### config.mk
export PLATFORM = sky130hd
export DESIGN_NAME = arm_bus_ctrl_flat
export DESIGN_NICKNAME = d
export VERILOG_FILES = /design/src/rtl/arm_bus_ctrl_if.sv /design/src/rtl/arm_bus_ctrl.sv /design/src/flat_wrapper.sv
export SDC_FILE = /design/constraint.sdc
export NUM_CORES = 1
export LEC_CHECK = 0
export ABC_AREA = 1
export CORE_MARGIN = 2
export CORE_UTILIZATION = 45
export DETAILED_ROUTE_END_ITERATION = 6
export PLACE_DENSITY = 0.86
export SYNTH_ARGS = -nofsm -noshare
export SYNTH_HDL_FRONTEND = slang
export SYNTH_SLANG_ARGS = --single-unit
### constraint.sdc
create_clock -name clk -period 7.1 [get_ports clk]
set_input_delay 0.71 -clock clk [delete_from_list [all_inputs] [get_ports clk]]
set_output_delay 0.71 -clock clk [all_outputs]
set_load 0.02 [all_outputs]
### src/rtl/arm_bus_ctrl_if.sv
// ----------------------------------------------------------------------------
// arm_bus_ctrl_if
// Bundles the ARM EIM chip-select-5 pins and the register-file command port
// that arm_bus_ctrl sits between.
//
//   ARM side      : ws_n, rs_n (raw strobes, active low), addr, be_n, din,
//                   dout, dout_oe, dtack_n (active low)
//   Reg-file side : rf_addr, rf_wdata, rf_be, rf_we, rf_re, rf_rdata
//
// Modports
//   slave  : the controller (samples ARM pins, drives rf_* and read return)
//   master : the surroundings (ARM pads plus register file)
// ----------------------------------------------------------------------------
interface arm_bus_ctrl_if #(
    parameter int ADDR_W = 24,
    parameter int DATA_W = 32,
    parameter int BE_W   = 4
);
    logic              ws_n;
    logic              rs_n;
    logic [ADDR_W-1:0] addr;
    logic [BE_W-1:0]   be_n;
    logic [DATA_W-1:0] din;
    logic [DATA_W-1:0] dout;
    logic              dout_oe;
    logic              dtack_n;
    logic [ADDR_W-1:0] rf_addr;
    logic [DATA_W-1:0] rf_wdata;
    logic [BE_W-1:0]   rf_be;
    logic              rf_we;
    logic              rf_re;
    logic [DATA_W-1:0] rf_rdata;

    modport slave (
        input  ws_n, rs_n, addr, be_n, din, rf_rdata,
        output dout, dout_oe, dtack_n, rf_addr, rf_wdata, rf_be, rf_we, rf_re
    );

    modport master (
        output ws_n, rs_n, addr, be_n, din, rf_rdata,
        input  dout, dout_oe, dtack_n, rf_addr, rf_wdata, rf_be, rf_we, rf_re
    );
endinterface

### src/rtl/arm_bus_ctrl.sv
// ----------------------------------------------------------------------------
// arm_bus_ctrl
// Sequences ARM EIM chip-select-5 accesses into the FPGA register file.
// The raw read/write strobes are synchronized into clk, their falling edges
// start a transfer: address/byte enables (and write data) are latched, a
// single-cycle rf_we or rf_re is issued, read data is captured after RD_LAT
// cycles, and DTACK is held low until both strobes are seen released.
//
// Ports
//   clk, rst   : fabric clock, asynchronous active-high reset
//   bus        : arm_bus_ctrl_if.slave (ARM pins + register-file port)
//   busy       : state is not IDLE
//   collision  : one-cycle pulse, both strobes fell in the same cycle
//   timeout    : one-cycle pulse, ACK force-released
//
// Build option
//   ARM_BUS_TIMEOUT_EN : when defined, an 8-bit counter force-releases ACK
//                        after TIMEOUT cycles with a strobe still low.
//                        Undefined: ACK waits indefinitely, timeout is 0.
// ----------------------------------------------------------------------------
module arm_bus_ctrl #(
    parameter int ADDR_W      = 24,
    parameter int DATA_W      = 32,
    parameter int BE_W        = 4,
    parameter int SYNC_STAGES = 2,
    parameter int RD_LAT      = 1,
    parameter int TIMEOUT     = 255
) (
    input  logic              clk,
    input  logic              rst,
    arm_bus_ctrl_if.slave     bus,
    output logic              busy,
    output logic              collision,
    output logic              timeout
);

    if (SYNC_STAGES < 2 || RD_LAT < 1 || TIMEOUT < 1 || TIMEOUT > 255 ||
        BE_W != DATA_W / 8) begin : g_bad_params
        $error("arm_bus_ctrl: illegal parameter combination");
    end

    localparam int LAT_W = $clog2(RD_LAT + 1);

    typedef enum logic [1:0] {
        S_IDLE,
        S_WRITE,
        S_READ,
        S_ACK
    } state_t;

    state_t                 state_q, state_d;
    logic [SYNC_STAGES-1:0] ws_sync_q, ws_sync_d;
    logic [SYNC_STAGES-1:0] rs_sync_q, rs_sync_d;
    logic [SYNC_STAGES-1:0] init_q, init_d;
    logic                   ws_prev_q, ws_prev_d;
    logic                   rs_prev_q, rs_prev_d;
    logic                   armed_q, armed_d;
    logic [LAT_W-1:0]       rd_cnt_q, rd_cnt_d;

    logic [DATA_W-1:0]      dout_q, dout_d;
    logic                   dout_oe_q, dout_oe_d;
    logic                   dtack_n_q, dtack_n_d;
    logic [ADDR_W-1:0]      rf_addr_q, rf_addr_d;
    logic [DATA_W-1:0]      rf_wdata_q, rf_wdata_d;
    logic [BE_W-1:0]        rf_be_q, rf_be_d;
    logic                   rf_we_q, rf_we_d;
    logic                   rf_re_q, rf_re_d;
    logic                   busy_q, busy_d;
    logic                   collision_q, collision_d;
    logic                   timeout_q, timeout_d;

`ifdef ARM_BUS_TIMEOUT_EN
    localparam logic [7:0] TO_LAST = 8'(TIMEOUT - 1);
    logic [7:0]             to_cnt_q, to_cnt_d;
`endif

    logic ws_s, rs_s, ws_fall, rs_fall, released, sync_ok;

    assign ws_s     = ws_sync_q[SYNC_STAGES-1];
    assign rs_s     = rs_sync_q[SYNC_STAGES-1];
    assign ws_fall  = ws_prev_q & ~ws_s;
    assign rs_fall  = rs_prev_q & ~rs_s;
    assign released = ws_s & rs_s;
    // init_q tracks when the synchronizer outputs reflect the pins rather than
    // their reset value; until then a "high" strobe cannot arm the controller.
    assign sync_ok  = init_q[SYNC_STAGES-1];

    always_comb begin
        state_d     = state_q;
        ws_sync_d   = {ws_sync_q[SYNC_STAGES-2:0], bus.ws_n};
        rs_sync_d   = {rs_sync_q[SYNC_STAGES-2:0], bus.rs_n};
        init_d      = {init_q[SYNC_STAGES-2:0], 1'b1};
        ws_prev_d   = ws_s;
        rs_prev_d   = rs_s;
        armed_d     = armed_q | (sync_ok & released);
        rd_cnt_d    = rd_cnt_q;
        dout_d      = dout_q;
        dout_oe_d   = dout_oe_q;
        dtack_n_d   = dtack_n_q;
        rf_addr_d   = rf_addr_q;
        rf_wdata_d  = rf_wdata_q;
        rf_be_d     = rf_be_q;
        rf_we_d     = 1'b0;
        rf_re_d     = 1'b0;
        collision_d = 1'b0;
        timeout_d   = 1'b0;
`ifdef ARM_BUS_TIMEOUT_EN
        to_cnt_d    = to_cnt_q;
`endif

        case (state_q)
            S_IDLE: begin
                // A strobe must have been seen high since reset or a forced
                // release, otherwise a held-low strobe would look like an edge.
                if (armed_q && (ws_fall || rs_fall)) begin
                    rf_addr_d = bus.addr;
                    rf_be_d   = ~bus.be_n;
                    rd_cnt_d  = '0;
                    if (ws_fall) begin
                        rf_wdata_d  = bus.din;
                        rf_we_d     = |(~bus.be_n);
                        collision_d = rs_fall;
                        state_d     = S_WRITE;
                    end else begin
                        rf_re_d = 1'b1;
                        state_d = S_READ;
                    end
                end
            end

            S_WRITE: begin
                dtack_n_d = 1'b0;
                state_d   = S_ACK;
`ifdef ARM_BUS_TIMEOUT_EN
                to_cnt_d  = '0;
`endif
            end

            S_READ: begin
                if (rd_cnt_q == LAT_W'(RD_LAT)) begin
                    dout_d    = bus.rf_rdata;
                    dout_oe_d = 1'b1;
                    dtack_n_d = 1'b0;
                    state_d   = S_ACK;
`ifdef ARM_BUS_TIMEOUT_EN
                    to_cnt_d  = '0;
`endif
                end else begin
                    rd_cnt_d = rd_cnt_q + 1'b1;
                end
            end

            S_ACK: begin
                if (released) begin
                    dtack_n_d = 1'b1;
                    dout_oe_d = 1'b0;
                    state_d   = S_IDLE;
                end
`ifdef ARM_BUS_TIMEOUT_EN
                else if (to_cnt_q == TO_LAST) begin
                    dtack_n_d = 1'b1;
                    dout_oe_d = 1'b0;
                    timeout_d = 1'b1;
                    armed_d   = 1'b0;
                    state_d   = S_IDLE;
                end else begin
                    to_cnt_d = to_cnt_q + 8'd1;
                end
`endif
            end

            default: state_d = S_IDLE;
        endcase

        busy_d = (state_d != S_IDLE);
    end

    always_ff @(posedge clk or posedge rst) begin
        if (rst) begin
            state_q     <= S_IDLE;
            ws_sync_q   <= '1;
            rs_sync_q   <= '1;
            init_q      <= '0;
            ws_prev_q   <= 1'b1;
            rs_prev_q   <= 1'b1;
            armed_q     <= 1'b0;
            rd_cnt_q    <= '0;
            dout_q      <= '0;
            dout_oe_q   <= 1'b0;
            dtack_n_q   <= 1'b1;
            rf_addr_q   <= '0;
            rf_wdata_q  <= '0;
            rf_be_q     <= '0;
            rf_we_q     <= 1'b0;
            rf_re_q     <= 1'b0;
            busy_q      <= 1'b0;
            collision_q <= 1'b0;
            timeout_q   <= 1'b0;
`ifdef ARM_BUS_TIMEOUT_EN
            to_cnt_q    <= '0;
`endif
        end else begin
            state_q     <= state_d;
            ws_sync_q   <= ws_sync_d;
            rs_sync_q   <= rs_sync_d;
            init_q      <= init_d;
            ws_prev_q   <= ws_prev_d;
            rs_prev_q   <= rs_prev_d;
            armed_q     <= armed_d;
            rd_cnt_q    <= rd_cnt_d;
            dout_q      <= dout_d;
            dout_oe_q   <= dout_oe_d;
            dtack_n_q   <= dtack_n_d;
            rf_addr_q   <= rf_addr_d;
            rf_wdata_q  <= rf_wdata_d;
            rf_be_q     <= rf_be_d;
            rf_we_q     <= rf_we_d;
            rf_re_q     <= rf_re_d;
            busy_q      <= busy_d;
            collision_q <= collision_d;
            timeout_q   <= timeout_d;
`ifdef ARM_BUS_TIMEOUT_EN
            to_cnt_q    <= to_cnt_d;
`endif
        end
    end

    assign bus.dout     = dout_q;
    assign bus.dout_oe  = dout_oe_q;
    assign bus.dtack_n  = dtack_n_q;
    assign bus.rf_addr  = rf_addr_q;
    assign bus.rf_wdata = rf_wdata_q;
    assign bus.rf_be    = rf_be_q;
    assign bus.rf_we    = rf_we_q;
    assign bus.rf_re    = rf_re_q;
    assign busy         = busy_q;
    assign collision    = collision_q;
    assign timeout      = timeout_q;

endmodule

### src/flat_wrapper.sv
// flat-port wrapper written by rule: the top's interface ports become plain ports
module arm_bus_ctrl_flat 
#(
    parameter int ADDR_W      = 24,
    parameter int DATA_W      = 32,
    parameter int BE_W        = 4,
    parameter int SYNC_STAGES = 2,
    parameter int RD_LAT      = 1,
    parameter int TIMEOUT     = 255
)
  (clk, rst, busy, collision, timeout, bus_ws_n, bus_rs_n, bus_addr, bus_be_n, bus_din, bus_rf_rdata, bus_dout, bus_dout_oe, bus_dtack_n, bus_rf_addr, bus_rf_wdata, bus_rf_be, bus_rf_we, bus_rf_re);
  arm_bus_ctrl_if #(.ADDR_W(ADDR_W), .DATA_W(DATA_W), .BE_W(BE_W)) bus_i ();
  input  logic clk;
  input  logic rst;
  output logic busy;
  output logic collision;
  output logic timeout;
  input wire logic [$bits(bus_i.ws_n)-1:0] bus_ws_n;
  input wire logic [$bits(bus_i.rs_n)-1:0] bus_rs_n;
  input wire logic [$bits(bus_i.addr)-1:0] bus_addr;
  input wire logic [$bits(bus_i.be_n)-1:0] bus_be_n;
  input wire logic [$bits(bus_i.din)-1:0] bus_din;
  input wire logic [$bits(bus_i.rf_rdata)-1:0] bus_rf_rdata;
  output wire logic [$bits(bus_i.dout)-1:0] bus_dout;
  output wire logic [$bits(bus_i.dout_oe)-1:0] bus_dout_oe;
  output wire logic [$bits(bus_i.dtack_n)-1:0] bus_dtack_n;
  output wire logic [$bits(bus_i.rf_addr)-1:0] bus_rf_addr;
  output wire logic [$bits(bus_i.rf_wdata)-1:0] bus_rf_wdata;
  output wire logic [$bits(bus_i.rf_be)-1:0] bus_rf_be;
  output wire logic [$bits(bus_i.rf_we)-1:0] bus_rf_we;
  output wire logic [$bits(bus_i.rf_re)-1:0] bus_rf_re;
  assign bus_i.ws_n = bus_ws_n;
  assign bus_i.rs_n = bus_rs_n;
  assign bus_i.addr = bus_addr;
  assign bus_i.be_n = bus_be_n;
  assign bus_i.din = bus_din;
  assign bus_i.rf_rdata = bus_rf_rdata;
  assign bus_dout = bus_i.dout;
  assign bus_dout_oe = bus_i.dout_oe;
  assign bus_dtack_n = bus_i.dtack_n;
  assign bus_rf_addr = bus_i.rf_addr;
  assign bus_rf_wdata = bus_i.rf_wdata;
  assign bus_rf_be = bus_i.rf_be;
  assign bus_rf_we = bus_i.rf_we;
  assign bus_rf_re = bus_i.rf_re;
  arm_bus_ctrl #(.ADDR_W(ADDR_W), .DATA_W(DATA_W), .BE_W(BE_W), .SYNC_STAGES(SYNC_STAGES), .RD_LAT(RD_LAT), .TIMEOUT(TIMEOUT)) u_core (.clk(clk), .rst(rst), .bus(bus_i), .busy(busy), .collision(collision), .timeout(timeout));
endmodule
==> impl_metrics.toml, run 1 <==
[status]
run_status = "finished, final reports clean"

[power_and_ir_drop]
maximum_vdd_drop_mv = 0.247
p_sw_w = 0.00109
cellInternalPower_w = 0.00169
power.share.combinational_pct = 46.9
power_frac_seq_pct = 39.4
share_clk_of_total_power_pct = 13.7
power.share.switching_pct = 39.3
leakagePower_nw = 3.06
power.density_cell_area_nw_per_um2 = 434

[routing]
drt_drc_violations_left = 0
postRouteWirelength_um = 11300
drt-wirelength-per-cell_um = 15.0
routed_via_count_divided_by_cell_count = 5.11
ant_nets = 0
drt-pass1-iter-count = 5
first_iter_violations = 157
routed-via-count = 3855

[setup_path]
regToRegSetupSlack_ns = 4.12
critical_path.n_buffers_inverters = 0
worst-r2r-cell-count = 4
critical_path.endpoint_type = "register"
critPathSlowestCell = "sky130_fd_sc_hd__nand2_1"
crit_type = "reg2reg"
timing.critical_path.cells = "nor2_2, nand2_1, nand2_1, nand2_1"
crit_cells = 4
crit_fanout = 34
r2r_end = "u_core.bus.dout[10]"
setup.worst_path.start = "u_core.state_q[0]"
crit_arrival_ns = 3.20
crit_path_to = "u_core.bus.dout[10]"
critical_path_required_ns = 7.32
critical_path.top_delay_family = "simple AND/OR/NAND/NOR gates"
setup.worst_path.start_class = "register"
regToRegStartpoint = "u_core.state_q[0]"
worst_path_largest_cell_delay_ns = 1.03
path_common_cell = "sky130_fd_sc_hd__nand2_1"

[clocking]
ctsHoldBuffers = 0
ctsRootBufferMaster = "sky130_fd_sc_hd__clkbuf_8"
h-tree-depth = 3
clock_tree_from_tritoncts = "yes"
clkSlewWorstSetupHoldPaths_ns = 0.10
clock_latency_ns = 0.35
cts.repair_timing.setup_buffer_count = 0
cts-buffers-inserted = 9
cts-root-to-sink-buffers = 2
ctsResizeCount = 0
clk_sink_count = 110

[grt]
antenna_found_initial = 0
globalRoute.totalOverflow = 0
grt_usage_pct = 22.5
grt_start_max_net_pins = 66
grt_pass1_wl_um = 18600
vias_in_the_first_global_route = 3963

[yosys]
synth_top_cells_by_area = "sky130_fd_sc_hd__dfrtp_1 (60%), sky130_fd_sc_hd__nand2_1 (18%), sky130_fd_sc_hd__nand3_1 (11%)"
synth_top_cell_area_share_pct = 60.4
top_cell_type_by_total_area_after_synthesis = "sky130_fd_sc_hd__dfrtp_1"
number_of_storage_elements_in_the_synthesis_netlist = 110
synth_fp_nets = 557
synth_cells = 461
synthesis.area_per_instance_sq_um = 9.25
netlist-cell-type-count = 21
yosys_warnings = 0
synth-seq-area-share_pct = 64.7
synth_area_sq_um = 4270

[layout]
highest_count_cells_in_the_layout_ignoring_fill_and_taps = "sky130_fd_sc_hd__nand2_1 (199), sky130_fd_sc_hd__clkdlybuf4s50_1 (193), sky130_fd_sc_hd__dfrtp_1 (103)"
area_delta_synth_final_pct = 50.3
fillers = 721
share_of_final_layout_standard_cells_stronger_than_drive_strength_1_pct = 5.13
layout.cells.most_common = "sky130_fd_sc_hd__nand2_1"
design.final.nets = 734
n_antenna_cell = 0

[timing]
timing.final.max_slew_violations = 0
worst_setup_skew_after_layout_ns = 0.0161
hold_slack_ns = 0.360
grt_setup_unrepaired = "no"
maximum_frequency_from_static_timing_analysis_mhz = 335
slew_headroom_pct = 15.8
min_period_over_period_pct = 42.0
final_period_minus_worst_setup_slack_ns = 2.98
setup_total_negative_slack_ns = 0
hold_fails_final_rpt = 0
worst-slew-pin-transition_ns = 1.26
finalSetupViolations = 0

[placed_design]
gp_weighted_congestion = 0.855
portBuffers = 193
hpwl_um = 8190

[run]
cap_violations = 0

[die]
rows = 35
core_sq_um = 9200
floorplan.initialDensity_pct = 46.4
die_footprint_sq_um = 10300
io_pins = 195
dieHeight_um = 101
die_w_um = 101

[min_path]
holdCritPathClass = "reg2reg"
-- worst min-delay path by stage --
stage,startpoint,end,cells past startpoint
floorplan,u_core.init_q[0],u_core.init_q[1],0
global route,u_core.init_q[0],u_core.init_q[1],0
global placement,u_core.init_q[0],u_core.init_q[1],0
CTS,u_core.init_q[0],u_core.init_q[1],0
finish,u_core.ws_sync_q[0],u_core.ws_sync_q[1],0
detailed placement,u_core.ws_sync_q[0],u_core.ws_sync_q[1],0
-- power groups by stage --
stage	clock (W)	sequential, W	combinational, W
after floorplan	0	0.00139	0.000320
after global placement	0	0.00109	0.00127
after detailed placement	0	0.00110	0.00132
after CTS	0.000393	0.00109	0.00132
after global routing	0.000417	0.00113	0.00141
final	0.000382	0.00109	0.00130
-- cell type report --
type	count	area (sq um)	area share [%]
sequential	110	2760	43.1
timing repair buffer	195	1950	30.4
multi-input combinational	309	1310	20.4
tap	111	139	2.17
clock buffer	10	138	2.15
clock inverter	6	68.8	1.07
inverter	13	51.3	0.800
-- state kept, by name, indices dropped and copies added, names as in the netlist, 2 cells and up --
register / count
u_core.bus.rf_addr: 24
u_core.state_q: 2
u_core.init_q: 2
u_core.ws_sync_q: 2
u_core.rs_sync_q: 2
u_core.bus.rf_be: 4
u_core.bus.dout: 32
u_core.bus.rf_wdata: 32
-- worst reg2reg max path: cells and delay by family (launching register included) --
family	cells	cell delay, ns
DFF	1	0.46
and+or+nand+nor	4	2.41
-- kinds of logic (layout without fill, tap and decap cells) --
group / count (synthesis) / in the layout / synth area share (%)
AND/OR/NAND/NOR: 305 / 305 / 30.2
flip-flops: 110 / 110 / 64.7
buffers and inverters: 42 / 224 / 4.61
other: 2 / 2 / 0.176
AO/OA/AOI/OAI: 2 / 2 / 0.234
-- synth_stat cells (all sizes together) --
cell    number
nand3b       2
buf         23
nand4        2
dfrtp      103
conb         2
nand2      201
o21ai        1
nor2         6
inv         13
clkbuf       6
dfstp        7
nand3       93
nor3         1
a21oi        1
-- per-layer routing --
layer,GRT usage [%],vias up,part of all wire [%]
met2,38.8,163,52
met4,7.69,0,2.0
met1,28.9,1867,39
met3,4.07,16,6.7
met5,0,-,0
li1,-,1809,-
-- metrics by stage --
| stage | setup WS, ns | instance area [sq um] | instances | power (W) | util [%] |
|---|---|---|---|---|---|
| 2_1_floorplan | 3.50 | 4270 | 461 | 0.00171 | - |
| 3_3_place_gp | 4.38 | 6210 | 738 | 0.00236 | 67.5 |
| 3_5_place_dp | 4.18 | 6210 | 738 | 0.00242 | 67.5 |
| 4_1_cts | 4.15 | 6410 | 754 | 0.00280 | 69.7 |
| 5_1_grt | 3.81 | 6410 | 754 | 0.00296 | 69.7 |
| 6_report | 4.12 | 6410 | 754 | 0.00278 | 69.7 |
(Power assumes the default switching activity.)
==> run 2, diff against run 1 <==
--- a/config.mk
+++ b/config.mk
@@ -7,9 +7,9 @@
 export LEC_CHECK = 0
 export ABC_AREA = 1
 export CORE_MARGIN = 2
-export CORE_UTILIZATION = 45
+export CORE_UTILIZATION = 37
 export DETAILED_ROUTE_END_ITERATION = 6
-export PLACE_DENSITY = 0.86
+export PLACE_DENSITY = 0.76
 export SYNTH_ARGS = -nofsm -noshare
 export SYNTH_HDL_FRONTEND = slang
 export SYNTH_SLANG_ARGS = --single-unit
==> constraint.sdc (replaced) <==
create_clock -name clk -period 2.7 [get_ports clk]
set_input_delay 0.27 -clock clk [delete_from_list [all_inputs] [get_ports clk]]
set_output_delay 0.27 -clock clk [all_outputs]
set_load 0.02 [all_outputs]
==> impl_metrics.toml, run 2 (same netlist as run 1, synthesis figures left out) <==
[status]
run_status = "finished, final reports clean"

[setup_path]
crit_fanout = 36
setup.worst_path.start_class = "register"
timing.critical_path.cells = "inv_2, nand2_2, nor2_4, nand2_2, nand2_1, nand2_1"
critical_path.top_delay_family = "simple AND/OR/NAND/NOR gates"
worst_path_largest_cell_delay_ns = 0.56
critical_path.endpoint_type = "register"
crit_type = "reg2reg"
critical_path.n_buffers_inverters = 1
critical_path_required_ns = 2.92
critPathSlowestCell = "sky130_fd_sc_hd__nand2_2"
crit_arrival_ns = 2.24

[power_and_ir_drop]
power.density_cell_area_nw_per_um2 = 1150
power_frac_seq_pct = 36.7
leakagePower_nw = 3.14
power.share.combinational_pct = 45.7
p_sw_w = 0.00290
p_total_w = 0.00766
cellInternalPower_w = 0.00476
maximum_vdd_drop_mv = 0.610
share_clk_of_total_power_pct = 17.5
power.share.switching_pct = 37.9

[clocking]
cts-root-to-sink-buffers = 2
clkSlewWorstSetupHoldPaths_ns = 0.08
ctsRootBufferMaster = "sky130_fd_sc_hd__clkbuf_16"
clock_tree_from_tritoncts = "yes"
cts.repair_timing.setup_buffer_count = 0
ctsResizeCount = 0
cts-buffers-inserted = 9
clk_sink_count = 110
clock_latency_ns = 0.34
ctsHoldBuffers = 0
h-tree-depth = 3

[timing]
finalSetupViolations = 0
timing.final.max_slew_violations = 0
final_worst_setup_slack_ns = 0.686
maximum_frequency_from_static_timing_analysis_mhz = 496
slew_headroom_pct = 55.3
final_period_minus_worst_setup_slack_ns = 2.01
hold_fails_final_rpt = 0
worst-slew-pin-transition_ns = 0.668
min_period_over_period_pct = 74.6
grt_setup_unrepaired = "no"
worst_setup_skew_after_layout_ns = 0.00975
setup_total_negative_slack_ns = 0

[routing]
routed-via-count = 3863
drt-wirelength-per-cell_um = 14.4
drt-pass1-iter-count = 4
routed_via_count_divided_by_cell_count = 4.87
drt_drc_violations_left = 0
first_iter_violations = 348
postRouteWirelength_um = 11400
ant_nets = 0

[grt]
grt_start_max_net_pins = 41
globalRoute.totalOverflow = 0
grt_usage_pct = 18.1
grt_pass1_wl_um = 18300
vias_in_the_first_global_route = 3810
antenna_found_initial = 0

[die]
floorplan.initialDensity_pct = 37.7
die_w_um = 111
rows = 39
core_sq_um = 11300
io_pins = 195
dieHeight_um = 111
die_footprint_sq_um = 12400

[run]
cap_violations = 0

[placed_design]
placed_cells_incl_taps = 777
pre_cts_ws_ns = 0.718
portBuffers = 193
hpwl_um = 8200
placed_area_sq_um = 6320
gp_weighted_congestion = 0.829

[layout]
n_antenna_cell = 0
design.final.nets = 741
share_of_final_layout_standard_cells_stronger_than_drive_strength_1_pct = 6.15
stdcell_count = 793
area_delta_synth_final_pct = 55.5
fin_area_sq_um = 6630
fillers = 1025
highest_count_cells_in_the_layout_ignoring_fill_and_taps = "sky130_fd_sc_hd__nand2_1 (199), sky130_fd_sc_hd__clkdlybuf4s50_1 (193), sky130_fd_sc_hd__dfrtp_1 (103)"
layout.cells.most_common = "sky130_fd_sc_hd__nand2_1"

[min_path]
holdCritPathClass = "in2async"
==> run 2: path summary, 6_finish.rpt <==
kind,startpoint,endpoint,slack (ns),cells after the start
hold / removal,rst,u_core.collision,0.33,2
min in group clk,bus_rs_n,u_core.rs_sync_q[0],0.33,1
setup reg to reg,u_core.state_q[1],u_core.bus.rf_wdata[0],0.69,6
hold reg to reg,u_core.init_q[0],u_core.init_q[1],0.35,0
max in group asynchronous,rst,u_core.bus.dtack_n,1.77,3
setup / recovery,u_core.state_q[1],u_core.bus.rf_wdata[0],0.69,6
==> run 2: power by group through the flow <==
stage | clock network [W] | logic, W | registers [W]
3_3_place_gp | 0 | 0.00346 | 0.00281
2_1_floorplan | 0 | 0.000841 | 0.00366
4_1_cts | 0.00138 | 0.00355 | 0.00282
5_1_grt | 0.00145 | 0.00377 | 0.00290
6_report | 0.00134 | 0.00350 | 0.00281
3_5_place_dp | 0 | 0.00355 | 0.00282
==> run 2: metal layers <==
| layer | up-vias | wire length, um | global-route usage, % |
|---|---|---|---|
| li1 | 1822 | - | - |
| met1 | 1842 | 4750 | 23.0 |
| met2 | 175 | 5620 | 30.0 |
| met3 | 24 | 758 | 3.70 |
| met4 | 0 | 313 | 8.56 |
| met5 | - | 0 | 0 |
==> run 2: area by class of cell <==
| class | instances | area, sq um | share of cell area [%] |
|---|---|---|---|
| Timing Repair Buffer | 202 | 2020 | 30.5 |
| Multi-Input combinational cell | 309 | 1310 | 19.7 |
| Sequential cell | 110 | 2760 | 41.6 |
| Clock inverter | 6 | 70.1 | 1.06 |
| Tap cell | 143 | 179 | 2.70 |
| Clock buffer | 10 | 239 | 3.60 |
| Inverter | 13 | 52.6 | 0.792 |
==> run 2: per-stage QoR <==
stage	util [%]	hold WS [ns]
2_1_floorplan	-	0.274
3_3_place_gp	55.9	0.336
3_5_place_dp	55.9	0.338
4_1_cts	58.6	0.324
5_1_grt	58.6	0.328
6_report	58.6	0.331
==> run 3, diff against run 2 <==
--- a/config.mk
+++ b/config.mk
@@ -7,9 +7,9 @@
 export LEC_CHECK = 0
 export ABC_AREA = 1
 export CORE_MARGIN = 2
-export CORE_UTILIZATION = 37
+export CORE_UTILIZATION = 41
 export DETAILED_ROUTE_END_ITERATION = 6
-export PLACE_DENSITY = 0.76
+export PLACE_DENSITY = 0.79
 export SYNTH_ARGS = -nofsm -noshare
 export SYNTH_HDL_FRONTEND = slang
 export SYNTH_SLANG_ARGS = --single-unit
==> constraint.sdc (replaced) <==
create_clock -name clk -period 1.9 [get_ports clk]
set_input_delay 0.19 -clock clk [delete_from_list [all_inputs] [get_ports clk]]
set_output_delay 0.19 -clock clk [all_outputs]
set_load 0.02 [all_outputs]
==> impl_metrics.toml, run 3 (same netlist as run 1, synthesis figures left out) <==
[status]
run_status = "finished, final reports clean"

[routing]
drt-pass1-iter-count = 5
routed-via-count = 3751
ant_nets = 0
first_iter_violations = 217
postRouteWirelength_um = 10900
routed_via_count_divided_by_cell_count = 4.76
drt_drc_violations_left = 0
drt-wirelength-per-cell_um = 13.8

[layout]
share_of_final_layout_standard_cells_stronger_than_drive_strength_1_pct = 6.13
fin_util_pct = 63.8
layout.cells.most_common = "sky130_fd_sc_hd__nand2_1"
design.final.nets = 743
n_antenna_cell = 0
area_delta_synth_final_pct = 52.9
highest_count_cells_in_the_layout_ignoring_fill_and_taps = "sky130_fd_sc_hd__nand2_1 (199), sky130_fd_sc_hd__clkdlybuf4s50_1 (193), sky130_fd_sc_hd__dfrtp_1 (103)"

[clocking]
cts-root-to-sink-buffers = 2
clock_tree_from_tritoncts = "yes"
h-tree-depth = 3
clkSlewWorstSetupHoldPaths_ns = 0.09
cts.repair_timing.setup_buffer_count = 0
cts-buffers-inserted = 9
clk_sink_count = 110
ctsRootBufferMaster = "sky130_fd_sc_hd__clkbuf_8"
clock_latency_ns = 0.36
ctsHoldBuffers = 0
ctsResizeCount = 0

[setup_path]
critPathSlowestCell = "sky130_fd_sc_hd__clkdlybuf4s50_1"
setup.worst_path.start = "u_core.bus.dtack_n"
critical_path.top_delay_family = "buffers and inverters"
timing.critical_path.cells = "clkdlybuf4s50_1"
crit_type = "reg2out"
critical_path.n_buffers_inverters = 1
setup.worst_path.start_class = "register"
critical_path.endpoint_type = "primary output"
worst_path_largest_cell_delay_ns = 0.61
crit_arrival_ns = 1.50
regToRegStartpoint = "u_core.ws_sync_q[1]"
critical_path_required_ns = 1.71
crit_fanout = 2

[timing]
setup_total_negative_slack_ns = 0
grt_setup_unrepaired = "no"
final_period_minus_worst_setup_slack_ns = 1.69
worst_setup_skew_after_layout_ns = 0.0112
finalSetupViolations = 0
min_period_over_period_pct = 88.8
timing.final.max_slew_violations = 0
worst-slew-pin-transition_ns = 0.596
hold_fails_final_rpt = 0
slew_headroom_pct = 60.3
hold_slack_ns = 0.231
maximum_frequency_from_static_timing_analysis_mhz = 593

[die]
die_w_um = 106
rows = 37
dieHeight_um = 106
die_footprint_sq_um = 11200
floorplan.initialDensity_pct = 41.7
io_pins = 195
core_sq_um = 10200

[power_and_ir_drop]
leakagePower_nw = 3.10
maximum_vdd_drop_mv = 0.722
power.density_cell_area_nw_per_um2 = 1580

[grt]
vias_in_the_first_global_route = 3641
antenna_found_initial = 0
grt_usage_pct = 19.5
grt_pass1_wl_um = 17600
grt_start_max_net_pins = 111
globalRoute.totalOverflow = 0

[run]
cap_violations = 0

[placed_design]
portBuffers = 193
hpwl_um = 7550
gp_weighted_congestion = 0.787

[min_path]
hold_start = "bus_rs_n"
holdCritPathClass = "in2reg"
run 3: cell count changes in the layout (fill, tap and decap cells not counted), moves of 2 or more:
cell / change
sky130_fd_sc_hd__clkbuf_16: -9
sky130_fd_sc_hd__clkbuf_8: +9
sky130_fd_sc_hd__buf_4: +2
sky130_fd_sc_hd__clkbuf_1: +2
sky130_fd_sc_hd__clkinv_2: +2
sky130_fd_sc_hd__clkinvlp_4: -2
run 3: path summary, 6_finish.rpt:
| kind | endpoint | slack [ns] | cells past startpoint |
|---|---|---|---|
| hold / removal | u_core.rs_sync_q[0] | 0.23 | 1 |
| max in group asynchronous | u_core.bus.rf_addr[17] | 1.09 | 3 |
| min in group asynchronous | u_core.bus.rf_addr[18] | 0.33 | 3 |
| setup reg to reg | u_core.bus.rf_wdata[3] | 0.47 | 7 |
| setup / recovery | bus_dtack_n | 0.21 | 1 |
| hold reg to reg | u_core.init_q[1] | 0.36 | 0 |
run 3: cell type report:
class,instances,area (sq um)
inverters,13,52.6
well taps,136,170
clock inverters,4,47.5
repair buffers,204,2040
fillers,843,3710
flip-flops and latches,110,2760
multi-input cells,309,1310
clock buffers,12,145
run 3: per-layer routing:
| layer | routed length [um] | GRT usage, % | vias up |
|---|---|---|---|
| li1 | - | - | 1823 |
| met1 | 4710 | 25.8 | 1781 |
| met5 | 0 | 0 | - |
| met4 | 231 | 7.71 | 0 |
| met2 | 5300 | 32.1 | 131 |
| met3 | 632 | 3.19 | 16 |
run 3: per-stage QoR:
| step | instances | total power, W | setup WS (ns) | area (sq um) |
|---|---|---|---|---|
| 5_1_grt | 788 | 0.0110 | 0.161 | 6520 |
| 6_report | 788 | 0.0103 | 0.212 | 6520 |
| 3_5_place_dp | 772 | 0.00905 | 0.488 | 6330 |
| 2_1_floorplan | 461 | 0.00639 | 0.386 | 4270 |
| 3_3_place_gp | 772 | 0.00890 | 0.561 | 6330 |
| 4_1_cts | 788 | 0.0105 | 0.179 | 6520 |
run 3: power breakdown:
part	total, W	internal [W]	switching, W
Combinational	0.00499	0.00233	0.00266
Sequential	0.00398	0.00338	0.000592
Clock	0.00137	0.000643	0.000724
Total	0.0103	0.00636	0.00398
